### config.mk
export PLATFORM = sky130hd
export DESIGN_NAME = song_sequencer_flat
export DESIGN_NICKNAME = d
export VERILOG_FILES = /design/src/rtl/song_sequencer_if.sv /design/src/rtl/song_sequencer.sv /design/src/flat_wrapper.sv
export SDC_FILE = /design/constraint.sdc
export NUM_CORES = 1
export LEC_CHECK = 0
export CORE_AREA = 2 2 61 74
export CTS_BUF_LIST = sky130_fd_sc_hd__clkbuf_8
export DETAILED_ROUTE_END_ITERATION = 16
export DIE_AREA = 0 0 63 76
export PLACE_DENSITY = 0.8
export SYNTH_ARGS = -nofsm -noshare
export SYNTH_HDL_FRONTEND = slang
export SYNTH_SLANG_ARGS = --single-unit
### constraint.sdc
create_clock -name clk -period 2.8 [get_ports clk]
set_input_delay 0.28 -clock clk [delete_from_list [all_inputs] [get_ports clk]]
set_output_delay 0.28 -clock clk [all_outputs]
set_load 0.005 [all_outputs]
### src/rtl/song_sequencer_if.sv
// Song sequencer bus: player controls, song ROM read port and voice outputs.
// master = controller/ROM side, slave = sequencer.
interface song_sequencer_if #(
    parameter int NUM_VOICES = 2,
    parameter int SONG_W     = 2,
    parameter int ENTRY_W    = 5,
    parameter int NOTE_W     = 6,
    parameter int DUR_W      = 6,
    parameter int META_W     = 3
);
    localparam int WORD_W = 1 + NOTE_W + DUR_W + META_W;

    logic                         play;
    logic                         beat;
    logic [SONG_W-1:0]            song_sel;
    logic [SONG_W+ENTRY_W-1:0]    rom_addr;
    logic [WORD_W-1:0]            rom_data;
    logic [NUM_VOICES*NOTE_W-1:0] notes;
    logic [NUM_VOICES-1:0]        voice_load;
    logic [META_W-1:0]            meta_out;
    logic                         busy;
    logic                         song_done;
    logic                         chord_ovf;

    modport master (
        output play, beat, song_sel, rom_data,
        input  rom_addr, notes, voice_load, meta_out, busy, song_done, chord_ovf
    );

    modport slave (
        input  play, beat, song_sel, rom_data,
        output rom_addr, notes, voice_load, meta_out, busy, song_done, chord_ovf
    );
endinterface

### src/rtl/song_sequencer.sv
// Multi-voice song player: walks a registered song ROM, groups chords, holds them for beat counts.
// Latency: 3 edges from play in IDLE to first voice_load; 2 cycles per ROM entry.
// Backpressure: play=0 freezes only the HOLD countdown; SONG_LOOP_EN replays the latched song forever.
module song_sequencer #(
    parameter int NUM_VOICES = 2,
    parameter int SONG_W     = 2,
    parameter int ENTRY_W    = 5,
    parameter int NOTE_W     = 6,
    parameter int DUR_W      = 6,
    parameter int META_W     = 3
) (
    input  logic             clk,
    input  logic             reset,
    song_sequencer_if.slave  bus
);
    localparam int VI_W = $clog2(NUM_VOICES + 1);

    typedef enum logic [1:0] {IDLE, FETCH, DECODE, HOLD} state_t;

    typedef struct packed {
        logic              advance;
        logic [NOTE_W-1:0] note;
        logic [DUR_W-1:0]  dur;
        logic [META_W-1:0] meta;
    } entry_t;

    state_t                       state;
    logic [SONG_W-1:0]            song_q;
    logic [ENTRY_W-1:0]           entry_idx;
    logic [VI_W-1:0]              voice_idx;
    logic [DUR_W-1:0]             hold_cnt;
    logic [NUM_VOICES*NOTE_W-1:0] notes_q;
    logic [NUM_VOICES-1:0]        voice_load_q;
    logic [META_W-1:0]            meta_q;
    logic [SONG_W+ENTRY_W-1:0]    rom_addr_q;
    logic                         song_done_q;
    logic                         chord_ovf_q;

    entry_t             ent;
    logic [ENTRY_W-1:0] entry_nxt;
    logic               last_entry;
    logic               tick;

    assign ent        = entry_t'(bus.rom_data);
    assign entry_nxt  = entry_idx + ENTRY_W'(1);
    assign last_entry = &entry_idx;
    assign tick       = bus.beat & bus.play;

    always_ff @(posedge clk or posedge reset) begin
        if (reset) begin
            state        <= IDLE;
            song_q       <= '0;
            entry_idx    <= '0;
            voice_idx    <= '0;
            hold_cnt     <= '0;
            notes_q      <= '0;
            voice_load_q <= '0;
            meta_q       <= '0;
            rom_addr_q   <= '0;
            song_done_q  <= 1'b0;
            chord_ovf_q  <= 1'b0;
        end else begin
            voice_load_q <= '0;
            song_done_q  <= 1'b0;
            case (state)
                IDLE: begin
                    if (bus.play) begin
                        song_q      <= bus.song_sel;
                        entry_idx   <= '0;
                        voice_idx   <= '0;
                        notes_q     <= '0;
                        chord_ovf_q <= 1'b0;
                        rom_addr_q  <= {bus.song_sel, {ENTRY_W{1'b0}}};
                        state       <= FETCH;
                    end
                end
                FETCH: state <= DECODE;
                DECODE: begin
                    // Notes beyond the voice count are dropped but still advance the chord.
                    if (voice_idx < VI_W'(NUM_VOICES)) begin
                        for (int v = 0; v < NUM_VOICES; v++) begin
                            if (voice_idx == VI_W'(v)) begin
                                notes_q[v*NOTE_W +: NOTE_W] <= ent.note;
                                voice_load_q[v]             <= 1'b1;
                            end
                        end
                        voice_idx <= voice_idx + VI_W'(1);
                    end else begin
                        chord_ovf_q <= 1'b1;
                    end
                    meta_q <= ent.meta;
                    if (!ent.advance && !last_entry) begin
                        entry_idx  <= entry_nxt;
                        rom_addr_q <= {song_q, entry_nxt};
                        state      <= FETCH;
                    end else begin
                        hold_cnt <= (ent.dur == '0) ? DUR_W'(1) : ent.dur;
                        state    <= HOLD;
                    end
                end
                HOLD: begin
                    if (tick) begin
                        if (hold_cnt == DUR_W'(1)) begin
                            notes_q   <= '0;
                            voice_idx <= '0;
                            if (!last_entry) begin
                                entry_idx  <= entry_nxt;
                                rom_addr_q <= {song_q, entry_nxt};
                                state      <= FETCH;
                            end else begin
                                song_done_q <= 1'b1;
`ifdef SONG_LOOP_EN
                                entry_idx  <= '0;
                                rom_addr_q <= {song_q, {ENTRY_W{1'b0}}};
                                state      <= FETCH;
`else
                                state      <= IDLE;
`endif
                            end
                        end else begin
                            hold_cnt <= hold_cnt - DUR_W'(1);
                        end
                    end
                end
                default: state <= IDLE;
            endcase
        end
    end

    assign bus.rom_addr   = rom_addr_q;
    assign bus.notes      = notes_q;
    assign bus.voice_load = voice_load_q;
    assign bus.meta_out   = meta_q;
    assign bus.busy       = (state != IDLE);
    assign bus.song_done  = song_done_q;
    assign bus.chord_ovf  = chord_ovf_q;
endmodule
### src/flat_wrapper.sv
// flat-port wrapper written by rule: the top's interface ports become plain ports
module song_sequencer_flat 
#(
    parameter int NUM_VOICES = 2,
    parameter int SONG_W     = 2,
    parameter int ENTRY_W    = 5,
    parameter int NOTE_W     = 6,
    parameter int DUR_W      = 6,
    parameter int META_W     = 3
)
  (clk, reset, bus_play, bus_beat, bus_song_sel, bus_rom_data, bus_rom_addr, bus_notes, bus_voice_load, bus_meta_out, bus_busy, bus_song_done, bus_chord_ovf);
  song_sequencer_if #(.NUM_VOICES(NUM_VOICES), .SONG_W(SONG_W), .ENTRY_W(ENTRY_W), .NOTE_W(NOTE_W), .DUR_W(DUR_W), .META_W(META_W)) bus_i ();
  input  logic clk;
  input  logic reset;
  input wire logic [$bits(bus_i.play)-1:0] bus_play;
  input wire logic [$bits(bus_i.beat)-1:0] bus_beat;
  input wire logic [$bits(bus_i.song_sel)-1:0] bus_song_sel;
  input wire logic [$bits(bus_i.rom_data)-1:0] bus_rom_data;
  output wire logic [$bits(bus_i.rom_addr)-1:0] bus_rom_addr;
  output wire logic [$bits(bus_i.notes)-1:0] bus_notes;
  output wire logic [$bits(bus_i.voice_load)-1:0] bus_voice_load;
  output wire logic [$bits(bus_i.meta_out)-1:0] bus_meta_out;
  output wire logic [$bits(bus_i.busy)-1:0] bus_busy;
  output wire logic [$bits(bus_i.song_done)-1:0] bus_song_done;
  output wire logic [$bits(bus_i.chord_ovf)-1:0] bus_chord_ovf;
  assign bus_i.play = bus_play;
  assign bus_i.beat = bus_beat;
  assign bus_i.song_sel = bus_song_sel;
  assign bus_i.rom_data = bus_rom_data;
  assign bus_rom_addr = bus_i.rom_addr;
  assign bus_notes = bus_i.notes;
  assign bus_voice_load = bus_i.voice_load;
  assign bus_meta_out = bus_i.meta_out;
  assign bus_busy = bus_i.busy;
  assign bus_song_done = bus_i.song_done;
  assign bus_chord_ovf = bus_i.chord_ovf;
  song_sequencer #(.NUM_VOICES(NUM_VOICES), .SONG_W(SONG_W), .ENTRY_W(ENTRY_W), .NOTE_W(NOTE_W), .DUR_W(DUR_W), .META_W(META_W)) u_core (.clk(clk), .reset(reset), .bus(bus_i));
endmodule
# Word-level counts from Yosys, hierarchy flattened
# Cells that the tools add are included.
# word_totals
elab_cells,98
output_inout_bits,27
register_bits,43
input_bits,22
# classes
n_eq_ne,16
n_reduce_logical,19
order_cmp,1
n_mux,46
addsub,3
bitwise,1
# op_table
op,count
$mux W12,4
$mux W6,6
$pmux W12 S3,1
$mux W7,5
$mux W5,5
$pmux W7 S3,1
$mux W2,10
$reduce_and A6 Y1,3
$pmux W5 S3,1
$ne A2 B1 Y1 const B,6
$pmux W6 S2,1
$ne A2 B2 Y1 const B,5
$reduce_and A5 Y1,2
$mux W1,9
$pmux W2 S4,1
$eq A6 B1 Y1 const B,1
$logic_not A6 Y1,1
$pmux W2 S3,1
$reduce_and A3 Y1,2
$reduce_bool A2 Y1,3
$sub A6 B1 Y6 const B,1
$add A5 B1 Y5 const B,1
$eq A2 B1 Y1 const B,2
$eq A2 B2 Y1 const B,2
10 further kinds,12

# Logic depth before layout (Yosys ltp)
# Gate-level depths: netlist (run 1).
# logic_depth
ltp_word,5
mapped_depth,8
mapped_depth_nobuf,7

# Worst setup path after synthesis (run 1)
# Ideal clock, no wire load.
# synth_timing
kind,register to register
from,reg u_core.entry_idx[0]
to,reg u_core.rom_addr_q[5] (netlist: u_core.bus.rom_addr[5])
n_path_buf,1
path_slack_ps,776
t_arrival_ps,1899
synth_period_minus_slack_ps,2024
required_time_ps,2675
stages_incl_launch_ff,9
path_cell_list,dfrtp_1 ha_1 and3_1 ha_1 nor3b_1 a21oi_1 o22a_1 buf_6 mux2_4
# synth_via
elab_chain_cells,5
elab_cells_between_ends,6
# synth_rtl
element,line_no,rtl
start: declaration,song_sequencer.sv:29,logic [ENTRY_W-1:0] entry_idx;
start signal: assignment,song_sequencer.sv:93,entry_idx <= entry_nxt;
start signal: assignment,song_sequencer.sv:107,entry_idx <= entry_nxt;
$reduce_and A5 Y1 *,song_sequencer.sv:46,assign last_entry = &entry_idx;
$logic_not A1 Y1,song_sequencer.sv:92,if (!ent.advance && !last_entry) begin
$logic_and A1 B1 Y1,song_sequencer.sv:92,
$ne A2 B1 Y1 (no line),--,
$reduce_and A6 Y1 (no line) *,--,
end signal: assignment,song_sequencer.sv:73,"rom_addr_q <= {bus.song_sel, {ENTRY_W{1'b0}}};"
end signal: assignment,song_sequencer.sv:94,"rom_addr_q <= {song_q, entry_nxt};"
end signal: assignment,song_sequencer.sv:108,"rom_addr_q <= {song_q, entry_nxt};"
end: declaration,song_sequencer.sv:35,logic [SONG_W+ENTRY_W-1:0] rom_addr_q;
# Every way passes the cells marked *; elsewhere a longest branch is shown, timed or not.
# A chain may end at the register's enable or synchronous reset.

# Worst setup path in the final report (run 1)
# Ends and elaborated chain as after synthesis.

==> impl_metrics.tcl, run 1 <==
set metrics [dict create \
    synth_area_um2 2017 \
    worst_slew_pin_slew_ns 0.6240 \
    hold_path.class "in2async" \
    ctsLongestPathBuffers 2 \
    setup_ws_ns 0.6263 \
    ys_types 44 \
    syn_area_per_cell_um2 11.02 \
    synth_edf_count 0 \
    h-tree-depth 2 \
    synth_top_area_share_pct 47.15 \
    synthCells 183 \
    finClkSkew_ns 0.002562 \
    crit_chain "ha_1 > and3_1 > ha_1 > nor3b_1 > a21oi_1 > o22a_1 > mux2_4" \
    drt_pass1_iterations 4 \
    cts.clk_slew.worst_paths_ns 0.07 \
    irDropWorstVdd_mv 0.4327 \
    crit_family "adder cells" \
    synth_seq_cells 38 \
    crit_top_cell "ha_1" \
    critPathBufInv 0 \
    min_period_ns 2.174 \
    yosys_most_used_dff "dfrtp_1" \
    max_cap_viol_count 0 \
    routed_wl_mm 3.965 \
    synthesis.nets 213 \
    cts-root-buf "clkbuf_8" \
    drv_slew 0 \
    cp.arrival_ns 2.35 \
    post-cts-setup-buffers 0 \
    cellPowerDensity_nw_per_um2 761.5 \
    synth_area_leaders "dfrtp_1 47%, mux2_2 11%, ha_1 5.0%" \
    fin_util_pct 63.48 \
    num_rows 26 \
    pin_count 49 \
    finalSetupViolCount 0 \
    yosys.area.top_type "dfrtp_1" \
    critPathLaunchType "flop" \
    ant_nets 0 \
    final_common_cell "clkdlybuf4s50_1" \
    yosys_warnings 0 \
    status "finished clean" \
    cp_max_fo 7 \
    path_class "reg2reg" \
    coreArea_um2 4131 \
    yosysSeqAreaShare_pct 47.15 \
    hold-worst-slack_ns 0.4071 \
    grt_pass1_wl_mm 6.989 \
    cts_buffers 5 \
    die_width_um 63 \
    max-slew-margin-rel_pct 58.40 \
    grt_pass1_vias 1572 \
    dr.first_iter.drc_count 55 \
    required_ns 2.98 \
    grt_max_degree 39 \
    drive_gt1_share_pct 16.67 \
    period_share_pct 77.63 \
    die_y_um 76 \
    cts_resized 0 \
    fill_cells 351 \
    grt_setup_unrepaired "false" \
    holdBufCountCts 0 \
    pre_cts_ws_ns 0.6429 \
    cts_tree "yes" \
    drt-wirelength-per-cell_um 13.67 \
    antenna_found_initial 0 \
    multi_input_area_um2 977.2 \
    regArea_um2 950.9 \
    critPathSlowestCell "dfrtp_1" \
    leakagePower_uw 0.001217 \
    final_cell_mix "48 x clkdlybuf4s50_1, 38 x dfrtp_1, 19 x mux2_2" \
    gp_congestion 0.7784 \
    area_growth_pct 30.03 \
    worstSetupEndpointType "flop" \
    grt_overflow 0 \
    num-nets-final 263 \
    async_flop_share_pct 100.0 \
    port-buffer-count 48 \
    tns_ns 0 \
    die-area_um2 4788 \
    finalHoldViolCount 0 \
    vias 1521 \
    track_usage_pct 18.26 \
    antennaDiodeCount 0 \
    drc 0 \
    dpl.hpwl_mm 2.881 \
    clkSinkCount 38 \
    start_util_pct 48.82 \
    crit_path_max_incr_delay_ns 0.42 \
    worstSkewPairLatency_ns 0.29 \
    routed_via_density 5.245 \
    fmax_mhz 460.0 \
]
-- Yosys cell counts, drive strengths merged (2+ instances only) --
library cell,number
a31oi,3
ha,8
and2,11
dfrtp,38
o22a,5
buf,6
mux2i,3
nor3,4
a2bb2oi,3
nor2,13
a21oi,14
and3,5
nor2b,2
a211o,2
nand2b,3
o21ai,5
mux2,21
inv,10
nand3b,2
nand2,9
nand3,2
-- through the flow --
stage                     cell area [um^2]  instances  power [uW]
after detailed placement              2531        282        1629
after floorplan                       2017        183        1360
final                                 2623        290        1997
after CTS                             2623        290        2019
after global routing                  2623        290        2162
after global placement                2531        282        1609
-- area by class of cell --
class,instances,area share [%]
Clock buffer,6,3.149
Clock inverter,2,0.3340
Inverter,10,1.431
Multi-Input combinational cell,128,37.26
Sequential cell,38,36.26
Tap cell,56,2.672
Timing Repair Buffer,50,18.89
-- worst reg2reg max path, stage by stage, from the launching register on --
cell,delay (ns)
dfrtp_1,0.42
ha_1,0.24
and3_1,0.19
ha_1,0.25
nor3b_1,0.22
a21oi_1,0.07
o22a_1,0.33
mux2_4,0.34
-- sequential cells by signal, indices dropped and copies added, names as in the netlist --
| signal | count |
|---|---|
| u_core.bus.chord_ovf | 1 |
| u_core.bus.meta_out | 3 |
| u_core.bus.notes | 12 |
| u_core.bus.rom_addr | 3 |
| u_core.bus.song_done | 1 |
| u_core.bus.voice_load | 2 |
| u_core.entry_idx | 4 |
| u_core.hold_cnt | 6 |
| u_core.song_q | 2 |
| u_core.state | 2 |
| u_core.voice_idx | 2 |
-- path summary, 6_finish.rpt --
path                                   startpoint                endpoint  slack, ns  depth (start not counted)
setup / recovery              u_core.entry_idx[0]  u_core.bus.rom_addr[5]       0.63                          7
hold / removal                              reset     u_core.bus.notes[3]       0.41                          3
setup reg to reg              u_core.entry_idx[0]  u_core.bus.rom_addr[5]       0.63                          7
hold reg to reg            u_core.bus.meta_out[2]  u_core.bus.meta_out[2]       0.51                          1
max in group asynchronous                   reset     u_core.entry_idx[2]       2.06                          3
min in group clk           u_core.bus.meta_out[2]  u_core.bus.meta_out[2]       0.51                          1
-- power breakdown --
| group | internal [uW] | leakage [uW] | switching [uW] | total [uW] |
|---|---|---|---|---|
| clock | 195 | 0.0000524 | 186 | 381 |
| combinational | 428 | 0.000691 | 352 | 780 |
| sequential | 679 | 0.000473 | 157 | 836 |
-- layer usage --
layer	vias up	track usage (%)	part of all wire (%)
li1	749	-	-
met1	716	23.02	44
met2	47	30.53	49
met3	9	3.840	5.2
met4	0	7.111	1.5
met5	-	0	0
-- logic make-up (layout without fill, tap and decap cells) --
family                     after synthesis  after routing  synth area share (%)
adders and majority gates                8              8                 4.963
and+or+nand+nor                         57             57                 16.19
buffers and inverters                   17             68                 4.404
DFF                                     38             38                 47.15
xor gates and xnor gates                 1              1                0.4343
muxes                                   24             24                 13.59
AOI/OAI and AO/OA                       38             38                 13.28
No activity file was read; power rests on OpenSTA's default activity.
==> inputs of run 2 (changes only) <==
clock period = 2.3 ns   (was 2.8 ns; I/O delays follow)
==> impl_metrics.tcl, run 2 (synthesis results as in run 1) <==
set metrics [dict create \
    cts_tree "yes" \
    required_ns 2.48 \
    switching_share_pct 34.91 \
    antenna_found_initial 0 \
    gp_congestion 0.7554 \
    routed_via_density 5.305 \
    cp.arrival_ns 2.35 \
    regToRegStartpoint "u_core.entry_idx[0]" \
    cts_buffers 5 \
    finalSetupViolCount 0 \
    design_area_um2 2639 \
    cts.clk_slew.worst_paths_ns 0.07 \
    h-tree-depth 2 \
    rr_endpoint "u_core.bus.rom_addr[5]" \
    ctsLongestPathBuffers 2 \
    min_period_ns 2.168 \
    drive_gt1_share_pct 17.80 \
    dr.first_iter.drc_count 52 \
    routed_wl_mm 4.003 \
    num-nets-final 265 \
    holdBufCountCts 0 \
    cts-root-buf "clkbuf_8" \
    port-buffer-count 48 \
    die-area_um2 4788 \
    drt-wirelength-per-cell_um 13.71 \
    ant_nets 0 \
    grt_setup_unrepaired "false" \
    max-slew-margin-rel_pct 69.13 \
    hold_path.class "in2async" \
    placed_area_um2 2546 \
    status "finished clean" \
    vias 1549 \
    antennaDiodeCount 0 \
    pwr-share-clk_pct 18.9 \
    drc 0 \
    fmax_mhz 461.2 \
    p_comb_share_pct 41.0 \
    fill_cells 352 \
    internal_power_uw 1599 \
    seqPwrFrac_pct 40.1 \
    start_util_pct 48.82 \
    finClkSkew_ns 0.007026 \
    crit_path_end "u_core.bus.rom_addr[5]" \
    coreArea_um2 4131 \
    worstSkewPairLatency_ns 0.29 \
    final_common_cell "clkdlybuf4s50_1" \
    grt_overflow 0 \
    num_rows 26 \
    pin_count 49 \
    cp-startpoint "u_core.entry_idx[0]" \
    grt_pass1_wl_mm 6.879 \
    clkSinkCount 38 \
    largest_reg_flops 12 \
    die_width_um 63 \
    grt_max_degree 39 \
    finalHoldViolCount 0 \
    worst_slew_pin_slew_ns 0.4631 \
    max_cap_viol_count 0 \
    cp_max_fo 7 \
    reg2reg_depth 7 \
    worstSetupEndpointType "flop" \
    die_y_um 76 \
    grt_pass1_vias 1512 \
    track_usage_pct 17.89 \
    rrSetupSlack_ns 0.13 \
    dpl.hpwl_mm 2.959 \
    leakagePower_uw 0.001225 \
    area_growth_pct 30.83 \
    tns_ns 0 \
    drt_pass1_iterations 4 \
    irDropWorstVdd_mv 0.5248 \
    path_class "reg2reg" \
    cellPowerDensity_nw_per_um2 930.8 \
    drv_slew 0 \
    critPathLaunchType "flop" \
    final_cell_mix "48 x clkdlybuf4s50_1, 38 x dfrtp_1, 19 x mux2_2" \
    p_sw_uw 857.4 \
    period_share_pct 94.27 \
]
==> run 2: worst min path at each step <==
stage	start	endpoint	slack (ns)	depth (start not counted)
6_report	reset	u_core.bus.notes[6]	0.35	3
5_1_grt	reset	u_core.bus.notes[9]	0.44	3
2_1_floorplan	bus_rom_data[0]	u_core.bus.meta_out[0]	0.38	1
4_1_cts	reset	u_core.bus.notes[6]	0.36	3
3_5_place_dp	u_core.bus.notes[8]	u_core.bus.notes[8]	0.49	1
3_3_place_gp	u_core.song_q[0]	u_core.song_q[0]	0.48	1
==> run 2: power by group through the flow <==
stage                     registers (uW)  logic, uW  clock network (uW)
after floorplan                      963        693                   0
after global placement               989        985                   0
after detailed placement             995       1010                   0
after CTS                            985       1020                 476
after global routing                1010       1120                 508
final                                984       1010                 464
==> run 2: what timing repair did <==
| action | in CTS | in global routing |
|---|---|---|
| resized for setup | 0 | 1 |
| endpoints found under the setup margin | 0 | 2 |
| buffers inserted | 0 | 0 |
==> run 2: cell type report <==
type	instances	area (um^2)	area share, %
clock inverter	2	8.758	0.3319
tap	56	70.07	2.655
clock buffer	6	82.58	3.129
sequential	38	950.9	36.04
timing repair buffer	52	510.5	19.35
multi-input combinational	128	978.4	37.08
inverter	10	37.54	1.422
==> run 2: critical path, stage by stage (launching register included) <==
cell	delay [ns]
dfrtp_1	0.43
ha_1	0.24
and3_1	0.18
ha_1	0.26
nor3b_1	0.23
a21oi_1	0.09
o22a_2	0.32
mux2_4	0.32
==> run 2: metal layers <==
metal,track usage (%),wire length (um),up-vias
met4,8.222,88,0
met5,0,0,-
met2,29.89,1922,45
li1,-,-,754
met1,22.24,1792,744
met3,3.397,200,6
==> run 2: per-stage QoR <==
step           setup WS, ns  util, %  power [uW]  std cells  hold slack [ns]
6_report             0.1318    63.87        2456        292           0.3470
5_1_grt             0.01839    63.87        2634        292           0.4400
4_1_cts             0.08352    63.84        2476        292           0.3623
3_5_place_dp        0.09733    61.63        2008        284           0.4934
3_3_place_gp         0.2126    61.63        1974        284           0.4846
2_1_floorplan        0.2763        -        1656        183           0.3816
